[src/rtl/muldiv_pkg.sv]
// Shared definitions for the iterative RV32M multiply/divide unit:
// funct3 op codes, FSM state encoding and op-classification helpers.
package muldiv_pkg;

    localparam logic [2:0] OP_MUL    = 3'b000;
    localparam logic [2:0] OP_MULH   = 3'b001;
    localparam logic [2:0] OP_MULHSU = 3'b010;
    localparam logic [2:0] OP_MULHU  = 3'b011;
    localparam logic [2:0] OP_DIV    = 3'b100;
    localparam logic [2:0] OP_DIVU   = 3'b101;
    localparam logic [2:0] OP_REM    = 3'b110;
    localparam logic [2:0] OP_REMU   = 3'b111;

    typedef enum logic [1:0] {
        IDLE = 2'd0,
        PREP = 2'd1,
        RUN  = 2'd2,
        FIN  = 2'd3
    } state_e;

    function automatic logic is_div(input logic [2:0] f);
        return f[2];
    endfunction

    function automatic logic is_rem(input logic [2:0] f);
        return f[2] & f[1];
    endfunction

    function automatic logic is_signed_a(input logic [2:0] f);
        return (f == OP_MULH) || (f == OP_MULHSU) ||
               (f == OP_DIV)  || (f == OP_REM);
    endfunction

    function automatic logic is_signed_b(input logic [2:0] f);
        return (f == OP_MULH) || (f == OP_DIV) || (f == OP_REM);
    endfunction

    function automatic logic wants_high(input logic [2:0] f);
        return !f[2] && (f != OP_MUL);
    endfunction

endpackage

[src/rtl/muldiv_if.sv]
// Request/response bundle between the Execute stage and muldiv_unit.
// master: start, flush, funct3, a, b out; busy, done, result in.
interface muldiv_if #(
    parameter int XLEN = 32
) ();

    logic            start;
    logic            flush;
    logic [2:0]      funct3;
    logic [XLEN-1:0] a;
    logic [XLEN-1:0] b;
    logic            busy;
    logic            done;
    logic [XLEN-1:0] result;

    modport master (
        output start, flush, funct3, a, b,
        input  busy, done, result
    );

    modport slave (
        input  start, flush, funct3, a, b,
        output busy, done, result
    );

endinterface

[src/rtl/muldiv_seq.sv]
// Iteration engine: shift-add multiply / restoring divide, one bit per step.
// Ports: clk, reset; init_i loads opa_i/opb_i magnitudes, step_i advances one
// bit, div_i selects divide; last_o flags the final step; prod_o, quot_o,
// rem_o give the values the registers take after the current step.
module muldiv_seq #(
    parameter int XLEN = 32
) (
    input  logic              clk,
    input  logic              reset,
    input  logic              init_i,
    input  logic              step_i,
    input  logic              div_i,
    input  logic [XLEN-1:0]   opa_i,
    input  logic [XLEN-1:0]   opb_i,
    output logic              last_o,
    output logic [2*XLEN-1:0] prod_o,
    output logic [XLEN-1:0]   quot_o,
    output logic [XLEN-1:0]   rem_o
);

    localparam int CW = $clog2(XLEN);

    // acc_q: {high partial product, multiplier} or {unused, dividend/quotient}
    // dvs_q: multiplicand or divisor
    logic [CW-1:0]     cnt_q, cnt_d;
    logic [2*XLEN-1:0] acc_q, acc_d;
    logic [XLEN:0]     rem_q, rem_d;
    logic [XLEN-1:0]   dvs_q, dvs_d;

    logic [XLEN:0]     sum;
    logic [2*XLEN-1:0] mul_nx;
    logic [XLEN:0]     shl;
    logic [XLEN:0]     trial;
    logic              qbit;
    logic [XLEN:0]     rem_nx;
    logic [XLEN-1:0]   quot_nx;

    always_comb begin
        sum     = {1'b0, acc_q[2*XLEN-1:XLEN]}
                + (acc_q[0] ? {1'b0, dvs_q} : '0);
        mul_nx  = {sum, acc_q[XLEN-1:1]};
        shl     = {rem_q[XLEN-1:0], acc_q[XLEN-1]};
        trial   = shl - {1'b0, dvs_q};
        // A borrow into the extra bit means the subtract must be undone.
        qbit    = ~trial[XLEN];
        rem_nx  = qbit ? trial : shl;
        quot_nx = {acc_q[XLEN-2:0], qbit};
    end

    assign last_o = (cnt_q == '0);
    assign prod_o = mul_nx;
    assign quot_o = quot_nx;
    assign rem_o  = rem_nx[XLEN-1:0];

    always_comb begin
        cnt_d = cnt_q;
        acc_d = acc_q;
        rem_d = rem_q;
        dvs_d = dvs_q;
        if (init_i) begin
            cnt_d = CW'(XLEN - 1);
            acc_d = div_i ? {{XLEN{1'b0}}, opa_i} : {{XLEN{1'b0}}, opb_i};
            dvs_d = div_i ? opb_i : opa_i;
            rem_d = '0;
        end else if (step_i) begin
            cnt_d = cnt_q - CW'(1);
            if (div_i) begin
                acc_d = {acc_q[2*XLEN-1:XLEN], quot_nx};
                rem_d = rem_nx;
            end else begin
                acc_d = mul_nx;
            end
        end
    end

    always_ff @(posedge clk or posedge reset) begin
        if (reset) begin
            cnt_q <= '0;
            acc_q <= '0;
            rem_q <= '0;
            dvs_q <= '0;
        end else begin
            cnt_q <= cnt_d;
            acc_q <= acc_d;
            rem_q <= rem_d;
            dvs_q <= dvs_d;
        end
    end

endmodule

[src/rtl/muldiv_unit.sv]
// Iterative RV32M multiply/divide unit with start/busy/done handshake.
// Ports: clk, reset (async, active-high); bus (slave) carries start, flush,
// funct3, a, b in and busy, done, result out.
module muldiv_unit #(
    parameter int XLEN = 32
) (
    input  logic     clk,
    input  logic     reset,
    muldiv_if.slave  bus
);

    import muldiv_pkg::*;

    localparam logic [XLEN-1:0] MIN_NEG = {1'b1, {(XLEN-1){1'b0}}};

    state_e          state_q, state_d;
    logic [2:0]      op_q, op_d;
    logic [XLEN-1:0] a_q, a_d;
    logic [XLEN-1:0] b_q, b_d;
    logic            neg_q, neg_d;
    logic            dz_q, dz_d;
    logic            ovf_q, ovf_d;
    logic [XLEN-1:0] res_q, res_d;
    logic [XLEN-1:0] result_q, result_d;

    logic              sa, sb;
    logic [XLEN-1:0]   mag_a, mag_b;
    logic              init, step, last;
    logic [2*XLEN-1:0] prod, prod_s;
    logic [XLEN-1:0]   quot, rem;
    logic [XLEN-1:0]   fin_val;

    // Operand magnitudes; the most negative value negates to itself and
    // is then read as an unsigned magnitude.
    always_comb begin
        sa    = is_signed_a(op_q) & a_q[XLEN-1];
        sb    = is_signed_b(op_q) & b_q[XLEN-1];
        mag_a = sa ? -a_q : a_q;
        mag_b = sb ? -b_q : b_q;
    end

    muldiv_seq #(.XLEN(XLEN)) u_seq (
        .clk    (clk),
        .reset  (reset),
        .init_i (init),
        .step_i (step),
        .div_i  (is_div(op_q)),
        .opa_i  (mag_a),
        .opb_i  (mag_b),
        .last_o (last),
        .prod_o (prod),
        .quot_o (quot),
        .rem_o  (rem)
    );

    // Sign fix and special cases, evaluated on the final step's values.
    always_comb begin
        prod_s = neg_q ? -prod : prod;
        if (!is_div(op_q)) begin
            fin_val = wants_high(op_q) ? prod_s[2*XLEN-1:XLEN]
                                       : prod_s[XLEN-1:0];
        end else if (is_rem(op_q)) begin
            fin_val = dz_q  ? a_q :
                      ovf_q ? '0  :
                      neg_q ? -rem : rem;
        end else begin
            fin_val = dz_q  ? '1  :
                      ovf_q ? a_q :
                      neg_q ? -quot : quot;
        end
    end

    always_comb begin
        state_d  = state_q;
        op_d     = op_q;
        a_d      = a_q;
        b_d      = b_q;
        neg_d    = neg_q;
        dz_d     = dz_q;
        ovf_d    = ovf_q;
        res_d    = res_q;
        result_d = result_q;
        init     = 1'b0;
        step     = 1'b0;
        unique case (state_q)
            IDLE: begin
                if (bus.start && !bus.flush) begin
                    state_d = PREP;
                    op_d    = bus.funct3;
                    a_d     = bus.a;
                    b_d     = bus.b;
                end
            end
            PREP: begin
                if (bus.flush) begin
                    state_d = IDLE;
                end else begin
                    state_d = RUN;
                    init    = 1'b1;
                    dz_d    = (b_q == '0);
                    ovf_d   = is_div(op_q) && is_signed_b(op_q) &&
                              (a_q == MIN_NEG) && (b_q == '1);
                    if (!is_div(op_q)) begin
                        neg_d = sa ^ sb;
                    end else if (is_rem(op_q)) begin
                        neg_d = sa;
                    end else begin
                        neg_d = (sa ^ sb) && (b_q != '0);
                    end
                end
            end
            RUN: begin
                if (bus.flush) begin
                    state_d = IDLE;
                end else begin
                    step = 1'b1;
                    if (last) begin
                        state_d = FIN;
                        res_d   = fin_val;
                    end
                end
            end
            FIN: begin
                state_d = IDLE;
                // Commit only if not squashed, so a flush leaves result as-is.
                if (!bus.flush) begin
                    result_d = res_q;
                end
            end
            default: state_d = IDLE;
        endcase
    end

    always_ff @(posedge clk or posedge reset) begin
        if (reset) begin
            state_q  <= IDLE;
            op_q     <= '0;
            a_q      <= '0;
            b_q      <= '0;
            neg_q    <= 1'b0;
            dz_q     <= 1'b0;
            ovf_q    <= 1'b0;
            res_q    <= '0;
            result_q <= '0;
        end else begin
            state_q  <= state_d;
            op_q     <= op_d;
            a_q      <= a_d;
            b_q      <= b_d;
            neg_q    <= neg_d;
            dz_q     <= dz_d;
            ovf_q    <= ovf_d;
            res_q    <= res_d;
            result_q <= result_d;
        end
    end

    assign bus.busy   = (state_q != IDLE);
    assign bus.done   = (state_q == FIN) && !bus.flush;
    assign bus.result = (state_q == FIN) ? res_q : result_q;

endmodule

[src/flat_wrapper.sv]
// flat-port wrapper written by rule: the top's interface ports become plain ports
module muldiv_unit_flat import muldiv_pkg::*;
#(
    parameter int XLEN = 32
)
  (clk, reset, bus_start, bus_flush, bus_funct3, bus_a, bus_b, bus_busy, bus_done, bus_result);
  muldiv_if #(.XLEN(XLEN)) bus_i ();
  input  logic clk;
  input  logic reset;
  input wire logic [$bits(bus_i.start)-1:0] bus_start;
  input wire logic [$bits(bus_i.flush)-1:0] bus_flush;
  input wire logic [$bits(bus_i.funct3)-1:0] bus_funct3;
  input wire logic [$bits(bus_i.a)-1:0] bus_a;
  input wire logic [$bits(bus_i.b)-1:0] bus_b;
  output wire logic [$bits(bus_i.busy)-1:0] bus_busy;
  output wire logic [$bits(bus_i.done)-1:0] bus_done;
  output wire logic [$bits(bus_i.result)-1:0] bus_result;
  assign bus_i.start = bus_start;
  assign bus_i.flush = bus_flush;
  assign bus_i.funct3 = bus_funct3;
  assign bus_i.a = bus_a;
  assign bus_i.b = bus_b;
  assign bus_busy = bus_i.busy;
  assign bus_done = bus_i.done;
  assign bus_result = bus_i.result;
  muldiv_unit #(.XLEN(XLEN)) u_core (.clk(clk), .reset(reset), .bus(bus_i));
endmodule
[config.mk]
export PLATFORM = sky130hd
export DESIGN_NAME = muldiv_unit_flat
export DESIGN_NICKNAME = d
export VERILOG_FILES = /design/src/rtl/muldiv_pkg.sv /design/src/rtl/muldiv_if.sv /design/src/rtl/muldiv_seq.sv /design/src/rtl/muldiv_unit.sv /design/src/flat_wrapper.sv
export SDC_FILE = /design/constraint.sdc
export NUM_CORES = 1
export LEC_CHECK = 0
export ABC_CLOCK_PERIOD_IN_PS = 11000
export CAP_MARGIN = 25
export CELL_PAD_IN_SITES_DETAIL_PLACEMENT = 1
export CELL_PAD_IN_SITES_GLOBAL_PLACEMENT = 2
export CORE_MARGIN = 1.5
export CORE_UTILIZATION = 37
export CTS_CLUSTER_DIAMETER = 40
export CTS_CLUSTER_SIZE = 30
export DETAILED_ROUTE_END_ITERATION = 7
export PLACE_DENSITY = 0.86
export REMOVE_ABC_BUFFERS = 1
export SLEW_MARGIN = 0
export SYNTH_ARGS = -nofsm -noshare
export SYNTH_HDL_FRONTEND = slang
export SYNTH_SLANG_ARGS = --single-unit
[constraint.sdc]
create_clock -name clk -period 11 [get_ports clk]
set_clock_uncertainty 0.2 [all_clocks]
set_input_delay 2.2 -clock clk [delete_from_list [all_inputs] [get_ports clk]]
set_output_delay 2.2 -clock clk [all_outputs]
set_load 0.05 [all_outputs]
==> results of run 1 <==
## routing by layer
metal | routed length, um | GRT usage | vias to the layer above
met5 | 0 | 0 | -
met4 | 5030 | 0.154 | 0
met3 | 5830 | 0.0453 | 193
met2 | 41100 | 0.472 | 727
met1 | 40800 | 0.408 | 11300
li1 | - | - | 10200
## per-stage QoR
| stage | hold WS, ns | instances | utilization | power, mW | instance area, um2 |
|---|---|---|---|---|---|
| after global routing | 0.296 | 3652 | 0.435 | 6.60 | 25600 |
| final | 0.270 | 3653 | 0.435 | 6.28 | 25600 |
| after detailed placement | 0.259 | 3542 | 0.400 | 4.36 | 23600 |
| after global placement | 0.253 | 3542 | 0.400 | 4.28 | 23600 |
| after floorplan | 0.240 | 2631 | - | 3.34 | 21300 |
| after CTS | 0.276 | 3650 | 0.434 | 6.22 | 25600 |
## layout by cell type, fill, tap and decap left out, types with 21 or more instances in the layout
cell type,n
nand2_1,410
dfrtp_1,267
o21ai_0,259
nor2_1,253
a21oi_1,194
xnor2_1,135
clkdlybuf4s50_1,104
mux2_2,98
nand3_1,85
inv_1,81
xor2_1,78
nor3_1,75
ha_1,72
o211ai_1,64
clkbuf_16,57
a31oi_1,47
nand4_1,36
mux2i_1,35
buf_4,35
nor4_1,29
o31ai_1,28
a21o_1,27
nand2b_1,23
or2_2,21
and3_1,21
a221oi_1,21
## power by group
group / total [mW] / internal [mW] / switching (mW)
clock network: 1.83 / 1.15 / 0.673
registers: 1.51 / 1.18 / 0.329
logic: 2.94 / 1.01 / 1.94
total: 6.28 / 3.34 / 2.94
## critical path: stages, from the launching register on
cell and delay [ns]:
dfrtp_1 0.55, inv_1 0.15, ha_1 0.24, fa_1 0.45
nand2b_1 0.21, a21bo_2 0.24, a31oi_1 0.36, o311ai_1 0.35
a2bb2oi_1 0.47, xor2_4 0.18, buf_4 0.38, nand2_1 0.10
o21ai_0 0.18, ha_1 0.30, nand3_1 0.16, or4_1 0.51
nor2_1 0.14, inv_1 0.06, or4_1 0.49, nor3_1 0.21
a211oi_1 0.10, xor2_1 0.18, a221oi_1 0.29, o221a_2 0.26
o21ai_1 0.06
## cells by family (layout without fill, tap and decap cells)
group | count (synthesis) | in the layout | synth area share
fa+ha+maj | 74 | 74 | 0.0427
flops | 269 | 269 | 0.306
other cells | 0 | 1 | 0
mux | 137 | 137 | 0.0697
xor+xnor | 215 | 215 | 0.0862
simple gates | 1048 | 1048 | 0.219
buf+inv | 287 | 335 | 0.0498
compound gates | 801 | 801 | 0.227
## flip-flops by register name (all words and copies together), names as in the netlist
name and flops:
u_core.u_seq.acc_q 64, u_core.a_q 32, u_core.b_q 32, u_core.res_q 32, u_core.result_q 32, u_core.u_seq.dvs_q 32
u_core.u_seq.rem_q 32, u_core.u_seq.cnt_q 5, u_core.op_q 3, u_core.state_q 2, u_core.dz_q 1, u_core.neg_q 1
u_core.ovf_q 1
## cell type report
class                           instances  area (um2)  area share
Clock inverter                         48         563      0.0220
Multi-Input combinational cell       2275       14200       0.555
Timing Repair Buffer                  140        1330      0.0520
Antenna cell                            1        2.50   0.0000977
Tap cell                              773         967      0.0377
Inverter                               87         334      0.0130
Sequential cell                       269        6740       0.263
Clock buffer                           60        1460      0.0569
## how the worst max path moves through the flow
stage                           start               end  slack (ns)  cells past startpoint
6_report       u_core.u_seq.acc_q[31]  u_core.res_q[22]        4.07                     24
5_1_grt        u_core.u_seq.acc_q[31]  u_core.res_q[22]        3.63                     24
4_1_cts        u_core.u_seq.acc_q[31]  u_core.res_q[22]        4.11                     24
3_5_place_dp   u_core.u_seq.acc_q[31]  u_core.res_q[22]        4.14                     24
3_3_place_gp   u_core.u_seq.acc_q[31]  u_core.res_q[28]        4.27                     24
2_1_floorplan                   reset     u_core.a_q[0]        1.19                      1
==> summary.md, run 1 <==
| Metric | Value |
|---|---|
| Status | finished clean |
| All-Layer GR Usage | 0.304 |
| Dominant cell type by area after synthesis | dfrtp_1 |
| First-pass GRT wire length | 141 mm |
| Latest clock arrival within the worst-skew pair | 0.63 ns |
| Synth Instances | 2831 |
| Number of fill cells | 7010 |
| Vias per cell | 6.13 |
| Area growth, synth to finish | 16.3% |
| Postcts setup bufs | 0 |
| Core region area | 58900 um2 |
| Final net count | 2975 |
| Gp weighted congestion | 0.956 |
| DRT Pass-1 Iters | 5 |
| Number of synthesized flops with an enable pin | 0 |
| Hold_sp | u_core.result_q[8] |
| Worst Path Arrival | 7.23 ns |
| LEAKAGE | 10.8 nW |
| Die height | 247 um |
| DPL Wire Length | 70.5 mm |
| Pwr/cell area | 245 nW/um2 |
| Yosys warns | 0 |
| Vias | 22400 |
| Post-synthesis sequential area ratio | 0.306 |
| Most frequent cells after synthesis | 410 x nand2_1, 269 x dfrtp_1, 259 x o21ai_0 |
| Slew Limit Headroom | 0.246 |
| Max Freq | 0.144 GHz |
| Hold depth | 2 |
| Startpoint Class | flip-flop |
| Critical path class | reg -> reg |
| Root buffer cell | clkbuf_16 |
| Vias in the first global route | 22700 |
| Initial antenna violation count | 3 |
| Fin crit period | 6.93 ns |
| Largest net degree at the start of global routing | 92 |
| R2R setup slack | 4.07 ns |
| # port buffers | 104 |
| Max Slew Vio Count | 0 |
| WP data required | 11.30 ns |
| Synth Flop Type | dfrtp_1 |
| # hold bufs at CTS | 0 |
| Most numerous cell in the Yosys netlist | nand2_1 |
| Mean Syn Cell Area | 7.78 um2 |
| Final Hold Fails | 0 |
| Clock-pin slew on the worst setup and hold paths | 0.06 ns |
| Wirelength per Cell | 25.4 um |
| Synth top area share | 0.306 |
| Post-CTS sizing | 0 |
| FFs w/ async S/R, synth | 1.00 |
| Drt initial violations | 1836 |
| Max-cap violations | 0 |
| Hold Path Class | reg -> reg |
| Maximum vdd ir drop | 139 uV |
| Worst Reg-to-Reg Cells | 24 |
| Synthesis-stage register bit count | 269 |
| Routed WL | 92.8 mm |
| Setup tns final | 0 ns |
| CTS buffer count | 57 |
| Layout cells sized above 1 | 0.106 |
| CP endpoint kind | flip-flop |
| Initial Utilization | 0.374 |
| CTS tree | built |
| Htree depth | 2 |
| Final setup vio count | 0 |
| Clock Path Buffers | 3 |
| Gr ovfl total | 0 |
| Slew @ Worst Pin | 1.13 ns |
| I/O pin cnt | 105 |
| Ranking of synthesized cells by area | dfrtp_1 31%, nand2_1 7.0%, o21ai_0 5.9% |
| Pre-CTS WS | 4.14 ns |
| DIE WIDTH | 247 um |
| Clk sinks | 269 |
| Library cells used by synthesis | 93 |
| # DRC | 0 |
| Unrepaired setup endpoints after global routing | no |
| ANT nets after route | 0 |
| Worst hold endpoint | u_core.result_q[8] |
| Final Cycle Share | 0.630 |
| Reg-to-Reg Start | u_core.u_seq.acc_q[31] |
| Crit Path Max Fanout | 30 |
| Worst r2r dst | u_core.res_q[22] |
| Die area | 61000 um2 |
| PnR worst setup slack | 4.07 ns |
| Row count | 89 |
| Synthesized area | 22000 um2 |
No activity file was read; power rests on OpenSTA's default activity.
==> run 2, diff against run 1 <==
--- a/config.mk
+++ b/config.mk
@@ -5,16 +5,16 @@
 export SDC_FILE = /design/constraint.sdc
 export NUM_CORES = 1
 export LEC_CHECK = 0
-export ABC_CLOCK_PERIOD_IN_PS = 11000
+export ABC_CLOCK_PERIOD_IN_PS = 6200
 export CAP_MARGIN = 25
 export CELL_PAD_IN_SITES_DETAIL_PLACEMENT = 1
 export CELL_PAD_IN_SITES_GLOBAL_PLACEMENT = 2
 export CORE_MARGIN = 1.5
-export CORE_UTILIZATION = 37
+export CORE_UTILIZATION = 34
 export CTS_CLUSTER_DIAMETER = 40
 export CTS_CLUSTER_SIZE = 30
 export DETAILED_ROUTE_END_ITERATION = 7
-export PLACE_DENSITY = 0.86
+export PLACE_DENSITY = 0.84
 export REMOVE_ABC_BUFFERS = 1
 export SLEW_MARGIN = 0
 export SYNTH_ARGS = -nofsm -noshare
==> constraint.sdc (replaced) <==
create_clock -name clk -period 6.2 [get_ports clk]
set_clock_uncertainty 0.2 [all_clocks]
set_input_delay 1.24 -clock clk [delete_from_list [all_inputs] [get_ports clk]]
set_output_delay 1.24 -clock clk [all_outputs]
set_load 0.05 [all_outputs]
==> summary.md, run 2 (synthesis gave the netlist of run 1 again) <==
| Metric | Value |
|---|---|
| Largest net degree at the start of global routing | 101 |
| Area growth, synth to finish | 19.0% |
| Top delay family on crit path | simple AND/OR/NAND/NOR gates |
| Max-cap violations | 0 |
| Startpoint Class | flip-flop |
| Sw Share | 0.467 |
| Max FFs per register | 64 |
| Minimum hold slack | 0.268 ns |
| Vias in the first global route | 22900 |
| Hold_sp | u_core.result_q[2] |
| I/O pin cnt | 105 |
| Leading cell types in the layout, fill and taps excluded | 410 x nand2_1, 267 x dfrtp_1, 259 x o21ai_0 |
| Initial Utilization | 0.343 |
| Final net count | 3031 |
| Vias | 22600 |
| Net Sw Power | 5.30 mW |
| Final Cycle Share | 0.944 |
| Die height | 258 um |
| Slew @ Worst Pin | 1.04 ns |
| Clk sinks | 269 |
| Postcts setup bufs | 0 |
| Max Slew Vio Count | 0 |
| R2R setup slack | 0.35 ns |
| # hold bufs at CTS | 0 |
| DRT Pass-1 Iters | 5 |
| CTS tree | built |
| Reg-to-Reg Start | u_core.u_seq.rem_q[18] |
| Clock Path Buffers | 3 |
| Die area | 66300 um2 |
| Critical-path cell list | ha_1 > a21oi_1 > o21ai_0 > a21oi_1 > nor3b_1 > a2bb2oi_2 > buf_4 > xor2_4 > o21ai_0 > ha_2 > nand3_1 > or4_1 > nor2_1 > inv_1 > or4_1 > nor3_2 > a21oi_1 > nand2b_1 > a31o_2 > a211oi_1 > nor3_1 |
| Vias per cell | 5.97 |
| Design area | 26200 um2 |
| # port buffers | 104 |
| Root buffer cell | clkbuf_16 |
| Worst Reg-to-Reg Cells | 21 |
| Seq pwr share | 0.240 |
| All-Layer GR Usage | 0.282 |
| Internal cell power | 6.05 mW |
| First-pass GRT wire length | 144 mm |
| # DRC | 0 |
| Crit Path Max Fanout | 6 |
| Hold depth | 2 |
| Maximum vdd ir drop | 241 uV |
| Worst hold endpoint | u_core.result_q[2] |
| Final setup vio count | 0 |
| Clock power share | 0.281 |
| Drt initial violations | 2166 |
| Comb pwr share | 0.479 |
| CTS buffer count | 58 |
| Initial antenna violation count | 4 |
| Post-CTS sizing | 0 |
| Fin crit period | 5.85 ns |
| Htree depth | 2 |
| Final Hold Fails | 0 |
| DIE WIDTH | 258 um |
| Row count | 93 |
| Crit path max-delay cell type | or4_1 |
| Post-DP Area | 24200 um2 |
| Latest clock arrival within the worst-skew pair | 0.63 ns |
| Core region area | 64200 um2 |
| Cell with the most instances on the worst path | a21oi_1 |
| Max Freq | 0.171 GHz |
| Post-Place Cells | 3680 |
| ANT nets after route | 0 |
| LEAKAGE | 11.1 nW |
| Routed WL | 94.9 mm |
| CP endpoint kind | flip-flop |
| Worst Path Arrival | 6.15 ns |
| Gp weighted congestion | 0.986 |
| Layout cells sized above 1 | 0.125 |
| Worst r2r dst | u_core.res_q[28] |
| Slew Limit Headroom | 0.301 |
| Clock-pin slew on the worst setup and hold paths | 0.06 ns |
| Largest reg by FF count | u_core.u_seq.acc_q |
| Gr ovfl total | 0 |
| WP data required | 6.50 ns |
| Status | finished clean |
| Power Total | 11.3 mW |
| Pwr/cell area | 433 nW/um2 |
| DPL Wire Length | 72.0 mm |
| Critical path class | reg -> reg |
| Commonest non-fill, non-tap cell in the layout | nand2_1 |
| Fin cells | 3792 |
| Crit path buf inv count | 2 |
| Hold Path Class | reg -> reg |
| CP peak stage delay | 0.52 ns |
| Wirelength per Cell | 25.0 um |
run 2: cell types whose count changed in the layout (fill, tap and decap cells not counted), sizes merged:
cell / previous run / this run
clkinv: 11 / 16
bufinv: 7 / 4
clkbuf: 60 / 64
inv: 107 / 101
buf: 36 / 91
diode: 1 / 2
clkinvlp: 10 / 11
run 2: power by group through the flow:
stage | Combinational, mW | Sequential (mW) | Clock [mW]
floorplan | 3.38 | 2.55 | 0
CTS | 5.30 | 2.70 | 3.24
global placement | 5.13 | 2.70 | 0
global route | 5.85 | 2.77 | 3.32
detailed placement | 5.25 | 2.73 | 0
finish | 5.43 | 2.72 | 3.19
run 2: how the worst max path moves through the flow:
stage | start | to | depth (start not counted)
after floorplan | reset | u_core.a_q[0] | 1
after global placement | u_core.u_seq.dvs_q[0] | u_core.res_q[28] | 23
after detailed placement | u_core.u_seq.dvs_q[0] | u_core.res_q[28] | 23
after CTS | u_core.u_seq.dvs_q[0] | u_core.res_q[28] | 23
after global routing | u_core.u_seq.rem_q[22] | u_core.res_q[22] | 21
final | u_core.u_seq.rem_q[18] | u_core.res_q[28] | 21
run 2: worst register-to-register path, stage by stage, from the launching register on:
cell and delay (ns):
dfrtp_1 0.45, ha_1 0.41, a21oi_1 0.30, o21ai_0 0.19
a21oi_1 0.40, nor3b_1 0.31, a2bb2oi_2 0.10, buf_4 0.17
xor2_4 0.18, o21ai_0 0.31, ha_2 0.28, nand3_1 0.16
or4_1 0.52, nor2_1 0.13, inv_1 0.07, or4_1 0.49
nor3_2 0.18, a21oi_1 0.12, nand2b_1 0.18, a31o_2 0.26
a211oi_1 0.27, nor3_1 0.07
run 2: layout make-up:
cell class / instances / area, um2
Clock buffer: 64 / 1550
Sequential cell: 269 / 6740
Inverter: 87 / 334
Fill cell: 7708 / 38000
Timing Repair Buffer: 195 / 1790
Tap cell: 855 / 1070
Multi-Input combinational cell: 2275 / 14300
Antenna cell: 2 / 5.00
Clock inverter: 45 / 473
run 2: per-layer routing:
metal / global-route usage / wire [um]
met5: 0 / 0
met2: 0.438 / 41700
met3: 0.0428 / 6140
met1: 0.390 / 42700
met4: 0.118 / 4320
run 2: metrics by stage:
step / utilization / setup TNS, ns / setup WS (ns)
floorplan: - / -793.79 / -2.65
global placement: 0.376 / 0 / 0.248
detailed placement: 0.376 / 0 / 0.248
CTS: 0.407 / 0 / 0.192
global route: 0.408 / -0.0305 / -0.0305
finish: 0.408 / 0 / 0.347
